**src/rtl/cu_mem_pkg.sv**
```systemverilog
// Shared types and defaults for the CU instruction/data SRAM arbiter.
package cu_mem_pkg;

  typedef enum logic [1:0] {
    IDLE,
    ISSUE,
    WAIT,
    RESP
  } arb_state_t;

  typedef enum logic {
    GNT_IF,
    GNT_MEM
  } arb_grant_t;

  localparam logic [3:0] BE_ALL         = 4'hF;
  localparam int         SRAM_LAT_DEF   = 1;
  localparam int         STARVE_MAX_DEF = 4;

endpackage

```
**src/rtl/cu_mem_arbiter_if.sv**
```systemverilog
// Request/response/SRAM bundle between the fetch and MEM stages, the arbiter and the SRAM macro.
// Requests complete when valid && ready at a rising edge; valid and payload must stay stable until then.
// Responses are single-cycle rsp_valid pulses with no backpressure.
interface cu_mem_arbiter_if #(
  parameter int ADDR_W = 32,
  parameter int DATA_W = 32
);
  localparam int BE_W = DATA_W / 8;

  logic              if_req_valid;
  logic [ADDR_W-1:0] if_req_addr;
  logic              if_req_ready;
  logic              if_rsp_valid;
  logic [DATA_W-1:0] if_rsp_data;

  logic              mem_req_valid;
  logic              mem_req_we;
  logic [ADDR_W-1:0] mem_req_addr;
  logic [BE_W-1:0]   mem_req_be;
  logic [DATA_W-1:0] mem_req_wdata;
  logic              mem_req_ready;
  logic              mem_rsp_valid;
  logic [DATA_W-1:0] mem_rsp_data;

  logic              sram_en;
  logic              sram_we;
  logic [ADDR_W-1:0] sram_addr;
  logic [BE_W-1:0]   sram_be;
  logic [DATA_W-1:0] sram_wdata;
  logic [DATA_W-1:0] sram_rdata;

  logic              arb_busy;

  modport slave (
    input  if_req_valid, if_req_addr,
    output if_req_ready, if_rsp_valid, if_rsp_data,
    input  mem_req_valid, mem_req_we, mem_req_addr, mem_req_be, mem_req_wdata,
    output mem_req_ready, mem_rsp_valid, mem_rsp_data,
    output sram_en, sram_we, sram_addr, sram_be, sram_wdata,
    input  sram_rdata,
    output arb_busy
  );

  modport master (
    output if_req_valid, if_req_addr,
    input  if_req_ready, if_rsp_valid, if_rsp_data,
    output mem_req_valid, mem_req_we, mem_req_addr, mem_req_be, mem_req_wdata,
    input  mem_req_ready, mem_rsp_valid, mem_rsp_data,
    input  sram_en, sram_we, sram_addr, sram_be, sram_wdata,
    output sram_rdata,
    input  arb_busy
  );

endinterface

```
**src/rtl/cu_mem_arb_prio.sv**
```systemverilog
// Grant decision for the SRAM arbiter: MEM wins ties unless IF has been passed over STARVE_MAX times.
module cu_mem_arb_prio
  import cu_mem_pkg::*;
#(
  parameter  int STARVE_MAX = STARVE_MAX_DEF,
  localparam int CNT_W      = $clog2(STARVE_MAX + 1)
) (
  input  logic             soc_clk,
  input  logic             ARB_reset_n,
  input  logic             i_if_valid,
  input  logic             i_mem_valid,
  input  logic             i_idle,
  output arb_grant_t       o_gnt,
  output logic [CNT_W-1:0] o_starve_cnt
);

  localparam logic [CNT_W-1:0] STV_C = CNT_W'(STARVE_MAX);

  logic [CNT_W-1:0] r_starve_cnt;
  logic             w_force_if;

  assign w_force_if   = (r_starve_cnt == STV_C);
  assign o_starve_cnt = r_starve_cnt;

  always_comb begin
    o_gnt = GNT_IF;
    if (i_mem_valid && !(i_if_valid && w_force_if)) o_gnt = GNT_MEM;
  end

  // In IDLE a grant to a valid requester is always an accept, so counting grants counts accepts.
  always_ff @(posedge soc_clk or negedge ARB_reset_n) begin
    if (!ARB_reset_n) begin
      r_starve_cnt <= '0;
    end else if (i_idle) begin
      if (!i_if_valid || o_gnt == GNT_IF) begin
        r_starve_cnt <= '0;
      end else if (i_mem_valid && r_starve_cnt != STV_C) begin
        r_starve_cnt <= r_starve_cnt + CNT_W'(1);
      end
    end
  end

endmodule

```
**src/rtl/cu_mem_arbiter.sv**
```systemverilog
// Single-outstanding arbiter sharing one SRAM port between instruction fetch and the MEM stage.
module cu_mem_arbiter
  import cu_mem_pkg::*;
#(
  parameter  int ADDR_W     = 32,
  parameter  int DATA_W     = 32,
  parameter  int SRAM_LAT   = SRAM_LAT_DEF,
  parameter  int STARVE_MAX = STARVE_MAX_DEF,
  localparam int CNT_W      = $clog2(STARVE_MAX + 1)
) (
  input  logic              soc_clk,
  input  logic              ARB_reset_n,
  cu_mem_arbiter_if.slave   bus,
  output arb_state_t        o_dbg_state,
  output logic [CNT_W-1:0]  o_dbg_starve
);

  localparam int BE_W  = DATA_W / 8;
  localparam int LAT_W = (SRAM_LAT > 1) ? $clog2(SRAM_LAT) : 1;

  arb_state_t        r_state, w_state_nxt;
  arb_grant_t        w_gnt, r_gnt;
  logic              r_we;
  logic [ADDR_W-3:0] r_word;
  logic [BE_W-1:0]   r_be;
  logic [DATA_W-1:0] r_wdata;
  logic [LAT_W-1:0]  r_lat;
  logic [DATA_W-1:0] r_if_rdata, r_mem_rdata;
  logic              w_idle, w_if_acc, w_mem_acc, w_capture;

  // Ready must read 0 while reset is held, even though the state register already shows IDLE.
  assign w_idle    = (r_state == IDLE) && ARB_reset_n;
  assign w_if_acc  = w_idle && (w_gnt == GNT_IF)  && bus.if_req_valid;
  assign w_mem_acc = w_idle && (w_gnt == GNT_MEM) && bus.mem_req_valid;
  assign w_capture = (r_state == WAIT) && (r_lat == '0);

  cu_mem_arb_prio #(.STARVE_MAX(STARVE_MAX)) u_prio (
    .soc_clk      (soc_clk),
    .ARB_reset_n  (ARB_reset_n),
    .i_if_valid   (bus.if_req_valid),
    .i_mem_valid  (bus.mem_req_valid),
    .i_idle       (w_idle),
    .o_gnt        (w_gnt),
    .o_starve_cnt (o_dbg_starve)
  );

  always_ff @(posedge soc_clk or negedge ARB_reset_n) begin
    if (!ARB_reset_n) r_state <= IDLE;
    else              r_state <= w_state_nxt;
  end

  always_comb begin
    w_state_nxt       = r_state;
    bus.if_req_ready  = w_if_acc;
    bus.mem_req_ready = w_mem_acc;
    bus.if_rsp_valid  = 1'b0;
    bus.mem_rsp_valid = 1'b0;
    bus.sram_en       = 1'b0;
    bus.sram_we       = 1'b0;
    bus.sram_addr     = '0;
    bus.sram_be       = '0;
    bus.sram_wdata    = '0;
    case (r_state)
      IDLE: if (w_if_acc || w_mem_acc) w_state_nxt = ISSUE;
      ISSUE: begin
        // An all-zero byte-enable write skips the SRAM strobe but keeps the normal timing.
        if (r_be != '0) begin
          bus.sram_en    = 1'b1;
          bus.sram_we    = r_we;
          bus.sram_addr  = {r_word, 2'b00};
          bus.sram_be    = r_be;
          bus.sram_wdata = r_wdata;
        end
        w_state_nxt = WAIT;
      end
      WAIT: if (r_lat == '0) w_state_nxt = RESP;
      RESP: begin
        bus.if_rsp_valid  = (r_gnt == GNT_IF);
        bus.mem_rsp_valid = (r_gnt == GNT_MEM);
        w_state_nxt       = IDLE;
      end
      default: w_state_nxt = IDLE;
    endcase
  end

  always_ff @(posedge soc_clk or negedge ARB_reset_n) begin
    if (!ARB_reset_n) begin
      r_gnt       <= GNT_IF;
      r_we        <= 1'b0;
      r_word      <= '0;
      r_be        <= '0;
      r_wdata     <= '0;
      r_lat       <= '0;
      r_if_rdata  <= '0;
      r_mem_rdata <= '0;
    end else begin
      if (w_if_acc) begin
        r_gnt   <= GNT_IF;
        r_we    <= 1'b0;
        r_word  <= bus.if_req_addr[ADDR_W-1:2];
        r_be    <= BE_W'(BE_ALL);
        r_wdata <= '0;
      end else if (w_mem_acc) begin
        r_gnt   <= GNT_MEM;
        r_we    <= bus.mem_req_we;
        r_word  <= bus.mem_req_addr[ADDR_W-1:2];
        r_be    <= bus.mem_req_we ? bus.mem_req_be : BE_W'(BE_ALL);
        r_wdata <= bus.mem_req_we ? bus.mem_req_wdata : '0;
      end
      if (r_state == ISSUE)                  r_lat <= LAT_W'(SRAM_LAT - 1);
      else if (r_state == WAIT && r_lat != '0) r_lat <= r_lat - LAT_W'(1);
      if (w_capture) begin
        if (r_gnt == GNT_IF) r_if_rdata  <= bus.sram_rdata;
        else                 r_mem_rdata <= r_we ? '0 : bus.sram_rdata;
      end
    end
  end

  assign bus.if_rsp_data  = r_if_rdata;
  assign bus.mem_rsp_data = r_mem_rdata;
  assign bus.arb_busy     = (r_state != IDLE);
  assign o_dbg_state      = r_state;

endmodule
```
**src/flat_wrapper.sv**
```systemverilog
// flat-port wrapper written by rule: the top's interface ports become plain ports
module cu_mem_arbiter_flat import cu_mem_pkg::*;
#(
  parameter  int ADDR_W     = 32,
  parameter  int DATA_W     = 32,
  parameter  int SRAM_LAT   = SRAM_LAT_DEF,
  parameter  int STARVE_MAX = STARVE_MAX_DEF,
  localparam int CNT_W      = $clog2(STARVE_MAX + 1)
)
  (soc_clk, ARB_reset_n, o_dbg_state, o_dbg_starve, bus_if_req_valid, bus_if_req_addr, bus_if_req_ready, bus_if_rsp_valid, bus_if_rsp_data, bus_mem_req_valid, bus_mem_req_we, bus_mem_req_addr, bus_mem_req_be, bus_mem_req_wdata, bus_mem_req_ready, bus_mem_rsp_valid, bus_mem_rsp_data, bus_sram_en, bus_sram_we, bus_sram_addr, bus_sram_be, bus_sram_wdata, bus_sram_rdata, bus_arb_busy);
  cu_mem_arbiter_if #(.ADDR_W(ADDR_W), .DATA_W(DATA_W)) bus_i ();
  input  logic soc_clk;
  input  logic ARB_reset_n;
  output arb_state_t o_dbg_state;
  output logic [CNT_W-1:0] o_dbg_starve;
  input wire logic [$bits(bus_i.if_req_valid)-1:0] bus_if_req_valid;
  input wire logic [$bits(bus_i.if_req_addr)-1:0] bus_if_req_addr;
  output wire logic [$bits(bus_i.if_req_ready)-1:0] bus_if_req_ready;
  output wire logic [$bits(bus_i.if_rsp_valid)-1:0] bus_if_rsp_valid;
  output wire logic [$bits(bus_i.if_rsp_data)-1:0] bus_if_rsp_data;
  input wire logic [$bits(bus_i.mem_req_valid)-1:0] bus_mem_req_valid;
  input wire logic [$bits(bus_i.mem_req_we)-1:0] bus_mem_req_we;
  input wire logic [$bits(bus_i.mem_req_addr)-1:0] bus_mem_req_addr;
  input wire logic [$bits(bus_i.mem_req_be)-1:0] bus_mem_req_be;
  input wire logic [$bits(bus_i.mem_req_wdata)-1:0] bus_mem_req_wdata;
  output wire logic [$bits(bus_i.mem_req_ready)-1:0] bus_mem_req_ready;
  output wire logic [$bits(bus_i.mem_rsp_valid)-1:0] bus_mem_rsp_valid;
  output wire logic [$bits(bus_i.mem_rsp_data)-1:0] bus_mem_rsp_data;
  output wire logic [$bits(bus_i.sram_en)-1:0] bus_sram_en;
  output wire logic [$bits(bus_i.sram_we)-1:0] bus_sram_we;
  output wire logic [$bits(bus_i.sram_addr)-1:0] bus_sram_addr;
  output wire logic [$bits(bus_i.sram_be)-1:0] bus_sram_be;
  output wire logic [$bits(bus_i.sram_wdata)-1:0] bus_sram_wdata;
  input wire logic [$bits(bus_i.sram_rdata)-1:0] bus_sram_rdata;
  output wire logic [$bits(bus_i.arb_busy)-1:0] bus_arb_busy;
  assign bus_i.if_req_valid = bus_if_req_valid;
  assign bus_i.if_req_addr = bus_if_req_addr;
  assign bus_if_req_ready = bus_i.if_req_ready;
  assign bus_if_rsp_valid = bus_i.if_rsp_valid;
  assign bus_if_rsp_data = bus_i.if_rsp_data;
  assign bus_i.mem_req_valid = bus_mem_req_valid;
  assign bus_i.mem_req_we = bus_mem_req_we;
  assign bus_i.mem_req_addr = bus_mem_req_addr;
  assign bus_i.mem_req_be = bus_mem_req_be;
  assign bus_i.mem_req_wdata = bus_mem_req_wdata;
  assign bus_mem_req_ready = bus_i.mem_req_ready;
  assign bus_mem_rsp_valid = bus_i.mem_rsp_valid;
  assign bus_mem_rsp_data = bus_i.mem_rsp_data;
  assign bus_sram_en = bus_i.sram_en;
  assign bus_sram_we = bus_i.sram_we;
  assign bus_sram_addr = bus_i.sram_addr;
  assign bus_sram_be = bus_i.sram_be;
  assign bus_sram_wdata = bus_i.sram_wdata;
  assign bus_i.sram_rdata = bus_sram_rdata;
  assign bus_arb_busy = bus_i.arb_busy;
  cu_mem_arbiter #(.ADDR_W(ADDR_W), .DATA_W(DATA_W), .SRAM_LAT(SRAM_LAT), .STARVE_MAX(STARVE_MAX)) u_core (.soc_clk(soc_clk), .ARB_reset_n(ARB_reset_n), .bus(bus_i), .o_dbg_state(o_dbg_state), .o_dbg_starve(o_dbg_starve));
endmodule
```
**config.mk**
```make
export PLATFORM = sky130hd
export DESIGN_NAME = cu_mem_arbiter_flat
export DESIGN_NICKNAME = d
export VERILOG_FILES = /design/src/rtl/cu_mem_pkg.sv /design/src/rtl/cu_mem_arbiter_if.sv /design/src/rtl/cu_mem_arb_prio.sv /design/src/rtl/cu_mem_arbiter.sv /design/src/flat_wrapper.sv
export SDC_FILE = /design/constraint.sdc
export NUM_CORES = 1
export LEC_CHECK = 0
export BUFFER_PORTS_ARGS = -buffer_cell sky130_fd_sc_hd__buf_2
export CELL_PAD_IN_SITES_DETAIL_PLACEMENT = 1
export CELL_PAD_IN_SITES_GLOBAL_PLACEMENT = 1
export CORE_ASPECT_RATIO = 2
export CORE_UTILIZATION = 38
export CTS_CLUSTER_SIZE = 12
export DETAILED_ROUTE_END_ITERATION = 6
export PLACE_DENSITY = 0.81
export REMOVE_ABC_BUFFERS = 1
export SYNTH_ARGS = -nofsm -noshare
export SYNTH_HDL_FRONTEND = slang
export SYNTH_SLANG_ARGS = --single-unit
```
**constraint.sdc**
```tcl
create_clock -name soc_clk -period 3 [get_ports soc_clk]
set_clock_uncertainty 0.1 [all_clocks]
set_input_delay 0.6 -clock soc_clk [delete_from_list [all_inputs] [get_ports soc_clk]]
set_output_delay 0.6 -clock soc_clk [all_outputs]
set_load 0.05 [all_outputs]
```
-- Yosys cells after proc, flatten, opt, wreduce, memory -nomap -nowiden
Index checks and enable logic that the tools add are counted.
- flip-flop bits (word level): 138
- latch bits: 0
- RAM bits: 0
- bits in read-only memories: 0
- input bits: 137
- output and inout bits: 144
- memories: 0
- add/sub/neg operators: 2
- multipliers: 0
- divide/modulo/power cells: 0
- $lt $le $gt $ge: 0
- equal/unequal tests: 7
- shift operators: 0
- mux-type cells: 33
- bitwise logic cells: 3
- reductions and logical operators: 24
- operator list (operator ; number):
    32-bit 2-to-1 mux ; 8
    30-bit 2-to-1 mux ; 2
    4-bit 2-to-1 mux ; 5
    1-bit 2-to-1 mux ; 13
    1-bit logical AND ; 10
    2-bit one-hot mux with 4 select lines ; 1
    2-bit AND reduction ; 4
    2-bit nonzero test ; 4
    3-bit 2-to-1 mux ; 2
    2-bit equality test, second input constant ; 2
    2-bit 2-to-1 mux ; 2
    2-bit inequality test, second input constant ; 2
    4-bit nonzero test ; 1
    3-bit by 1-bit adder with 3-bit output, second input constant ; 1
    3-bit equality test, second input constant ; 1
    3-bit inequality test, second input constant ; 1
    1-bit NOT ; 3
    2-bit by 1-bit equality test with 1-bit output, second input constant ; 1
    1-bit logical NOT ; 2
    2-bit logical NOT ; 1
    1-bit logical OR ; 2
    1-bit subtractor, second input constant ; 1

-- Longest topological paths before layout
- word-level depth: 11
- depth in mapped cells: 7
- depth with buffers taken out: 5

-- By module
Synthesis repeated with hierarchy kept, for this count alone.
- cells, all modules: 554
- area total of the unflattened synthesis: 6090.8 um2
- modules (own cells, without submodules) (module ; times used ; cells each ; area an instance (um2)):
    cu_mem_arbiter ; 1 ; 534 ; 5895.7
    cu_mem_arb_prio ; 1 ; 20 ; 195.2

-- Worst setup path before layout
No wires, ideal clock.
- kind: register to output
- start: register u_core.r_state[1], in the netlist u_core.o_dbg_state[1]
- end: output bus_sram_wdata[22]
- data arrival time: 2.367 ns
- data required time: 2.300 ns
- setup slack: -0.067 ns
- cell stages (with the launch flop): 6
- path buffers: 1
- cells stage by stage: dfrtp_1 -> inv_1 -> ha_1 -> o41a_1 -> clkbuf_1 -> and2_1
- cells in the longest elaborated chain, start to end: 2
- ends and longest elaborated chain (what ; RTL line ; RTL):
    start: declaration ; cu_mem_arbiter.sv:21 ; arb_state_t r_state, w_state_nxt;
    start signal: assignment ; cu_mem_arbiter.sv:49 ; else r_state <= w_state_nxt;
    2-bit by 1-bit equality test with 1-bit output ; cu_mem_arbiter.sv:63 ; case (r_state)
    32-bit 2-to-1 mux ; cu_mem_arbiter.sv:63 ;
    end: declaration ; flat_wrapper.sv:33 ; output wire logic [$bits(bus_i.sram_wdata)-1:0] bus_sram_wdata;
Every way passes these cells.

-- Final worst setup path
- start: register u_core.r_state[1], in the netlist u_core.o_dbg_state[1]
- end: output bus_sram_wdata[9]
The elaborated chain is that of the path after synthesis.

==> reports/qor.yml <==
status: "complete, no violations"
io_buffers: 274
yosys_warnings: 0
drt-vias-per-instance: 5.31
grt-ovfl-total: 0
drc: 0
critPathSlowestCell: "dfrtp_1"
r2r_cells: 5
crit_family: "buffers and inverters"
antenna_left: 0
maxSlewHeadroom: 0.299
cts_buffer_depth: 2
crit_arrival_ps: 2200
cts_buffers: 17
post-dp-hpwl_um: 14700
die_h_um: 185
vias: 5518
ir_drop_mv: 0.399
htreeDepth: 4
grt_start_max_net_pins: 84
cts_hold_buf: 0
dieWidth_um: 93.4
critPathLaunchType: "flip-flop"
grt_pass1_wl_um: 31900
post-route-util: 0.526
antenna_found_initial: 1
clock_tree.root_cell: "clkbuf_16"
finalSetupTns_ps: 0
crit_path_cell_trace: "inv_1 -> ha_1 -> o41a_2 -> buf_8 -> and2_1 -> buf_2"
power_density_nw_per_um2: 1320
yosysSeqAreaShare: 0.544
ys_types: 36
final_hold_viol_count: 0
slew_violations: 0
syn_inst: 556
p_clk_frac: 0.196
crit_path_end_kind: "output port"
cts_sinks: 138
internal-power_mw: 5.86
sw_frac_of_total: 0.482
ys_ff_latch: 138
critPathBufInv: 3
die_area_um2: 17300
fin_crit_ps: 2900
clk_latency_ps: 420
first_pass_iters: 4
cts_tree: "yes"
coreArea_um2: 16300
period_share: 0.968
r2r_start: "u_core.o_dbg_state[0]"
initial_core_util: 0.390
setup_viol: 0
drt_iter0_drc: 175
place_area_um2: 7910
wire_per_inst_um: 19.9
total_power_mw: 11.3
seqPwrFrac: 0.292
area.growth.synth_to_final_pct: 34.8
layout-drive-gt1-share: 0.435
final_nets: 963
design_area_um2: 8560
ioPinCount: 281
rrSetupSlack_ps: 910
drv_cap: 0
max_clock_freq_mhz: 344
cp_max_fo: 49
worstSetupPathType: "reg -> out"
cp.required_ps: 2300
cp_slowest_stage_delay_ps: 420
syn_avg_cell_area_um2: 11.4
num_rows: 66
cts_setup_buffers: 0
synth_area_um2: 6350
leakagePower_nw: 4.33
pwr-share-comb: 0.511
grt_pass1_vias: 6042
hold_class: "in -> async"
track_usage: 0.244
p_sw_mw: 5.46
place.gp.congestion: 0.794
finalWorstSetupSlack_ps: 95.9
path_depth: 6
max_slew.worst_pin.slew_ps: 1050
clk_pin_slew_ps: 60
timing.rr.end: "u_core.o_dbg_state[1]"
wl_um: 20700
pre_cts_slack_ps: 397
[cell type report]
| cell class | instances | area (um^2) |
|---|---|---|
| Inverter | 8 | 30.0 |
| Multi-Input combinational cell | 365 | 2670 |
| Fill cell | 1817 | 7710 |
| Antenna cell | 3 | 7.51 |
| Sequential cell | 138 | 3450 |
| Clock buffer | 17 | 425 |
| Tap cell | 204 | 255 |
| Timing Repair Buffer | 289 | 1520 |
| Clock inverter | 15 | 198 |
[placed cells by master (no fill, tap or decap), types with 6 or more instances in the layout]
| cell | Yosys | routed |
|---|---|---|
| buf_2 | 14 | 270 |
| dfrtp_1 | 138 | 138 |
| and2_1 | 77 | 77 |
| a22o_1 | 54 | 54 |
| nand2_1 | 40 | 40 |
| o21ai_0 | 34 | 34 |
| mux2_2 | 33 | 33 |
| nand2b_1 | 32 | 32 |
| nand3b_1 | 23 | 23 |
| o31a_1 | 22 | 22 |
| clkbuf_16 | 0 | 17 |
| buf_4 | 5 | 13 |
| nor3b_1 | 9 | 9 |
| inv_1 | 8 | 8 |
| a221o_1 | 8 | 8 |
| ha_1 | 7 | 6 |
[state kept, by name, summed over array words and instances (netlist names)]
signal / cells
u_core.r_lat: 1
u_core.r_we: 1
u_core.r_gnt: 1
u_core.r_word: 30
u_core.r_be: 4
u_core.o_dbg_state: 2
u_core.bus.mem_rsp_data: 32
u_core.r_wdata: 32
u_core.bus.if_rsp_data: 32
u_core.u_prio.o_starve_cnt: 3
[metrics by stage]
stage / instances / hold slack (ps)
3_3_place_gp: 1004 / 357
5_1_grt: 1037 / 122
6_report: 1039 / 97.4
3_5_place_dp: 1004 / 364
4_1_cts: 1036 / 105
2_1_floorplan: 511 / 204
[cell usage after synthesis]
| cell | count | area [um^2] |
|---|---|---|
| buf_2 | 14 | 70.1 |
| nand2_1 | 40 | 150 |
| a21boi_2 | 1 | 11.3 |
| nand3b_1 | 23 | 173 |
| o211a_4 | 1 | 17.5 |
| a221o_1 | 8 | 80.1 |
| clkbuf_1 | 26 | 97.6 |
| mux2_2 | 33 | 372 |
| inv_1 | 8 | 30.0 |
| o21ai_1 | 2 | 10.0 |
| o21ai_0 | 34 | 170 |
| buf_6 | 1 | 11.3 |
| o41a_1 | 1 | 11.3 |
| nand3_1 | 1 | 5.00 |
| a21oi_1 | 1 | 5.00 |
| conb_1 | 1 | 3.75 |
| and2_1 | 77 | 482 |
| nand2b_1 | 32 | 200 |
| and4_1 | 1 | 8.76 |
| o211ai_2 | 1 | 12.5 |
| or2_1 | 1 | 6.26 |
| o22a_1 | 4 | 35.0 |
| a211oi_1 | 1 | 7.51 |
| nor3b_1 | 9 | 67.6 |
| buf_4 | 5 | 37.5 |
| ha_1 | 7 | 87.6 |
| nand4_1 | 2 | 12.5 |
| nand3_2 | 2 | 20.0 |
| nor2b_1 | 1 | 6.26 |
| nor3b_2 | 1 | 12.5 |
| dfrtp_1 | 138 | 3450 |
| nor2_1 | 1 | 3.75 |
| a31oi_1 | 1 | 6.26 |
| a22o_1 | 54 | 473 |
| o31a_1 | 22 | 193 |
| o22ai_1 | 1 | 6.26 |
[logic make-up (layout without fill, tap and decap cells)]
kind of cell,after synthesis,in the layout,share of synthesized area
simple gates,191,191,0.181
mux,33,33,0.0585
other cells,1,5,0.000591
flops,138,138,0.544
compound gates,132,132,0.164
buf+inv,54,329,0.0388
fa+ha+maj,7,7,0.0138
[routing by layer]
metal  share of wire  vias to the layer above  track usage
met5               0                        -            0
met4           0.040                        0        0.129
li1                -                     2482            -
met1            0.35                     2733        0.254
met2            0.55                      250        0.447
met3           0.055                       53       0.0546
[worst reg2reg max path, delay by kind of cell, from the launching register on]
kind	cells	cell delay, ps
flops	1	410
compound gates	2	700
buf+inv	1	140
mux	1	310
fa+ha+maj	1	320
[power groups by stage]
| stage | clock (mW) | sequential (mW) | combinational (mW) |
|---|---|---|---|
| 4_1_cts | 2.27 | 3.31 | 5.82 |
| 6_report | 2.22 | 3.31 | 5.79 |
| 3_3_place_gp | 0 | 3.22 | 5.59 |
| 5_1_grt | 2.33 | 3.41 | 6.10 |
| 3_5_place_dp | 0 | 3.31 | 5.78 |
| 2_1_floorplan | 0 | 4.75 | 2.71 |
[worst max path at each step]
stage	slack, ps	start	to
floorplan	-420	u_core.o_dbg_state[1]	bus_sram_addr[10]
global placement	470	u_core.o_dbg_state[1]	bus_sram_wdata[9]
detailed placement	400	u_core.o_dbg_state[1]	bus_sram_wdata[9]
CTS	40	u_core.o_dbg_state[1]	bus_sram_wdata[8]
global route	-10	u_core.o_dbg_state[1]	bus_sram_addr[20]
finish	100	u_core.o_dbg_state[1]	bus_sram_wdata[9]
[timing repair]
item | CTS | global route
resized for setup | 1 | 5
setup endpoints to repair | 41 | 49
endpoints found under the hold margin | 0 | 0
Note: power is estimated with default switching activity, not from simulation.
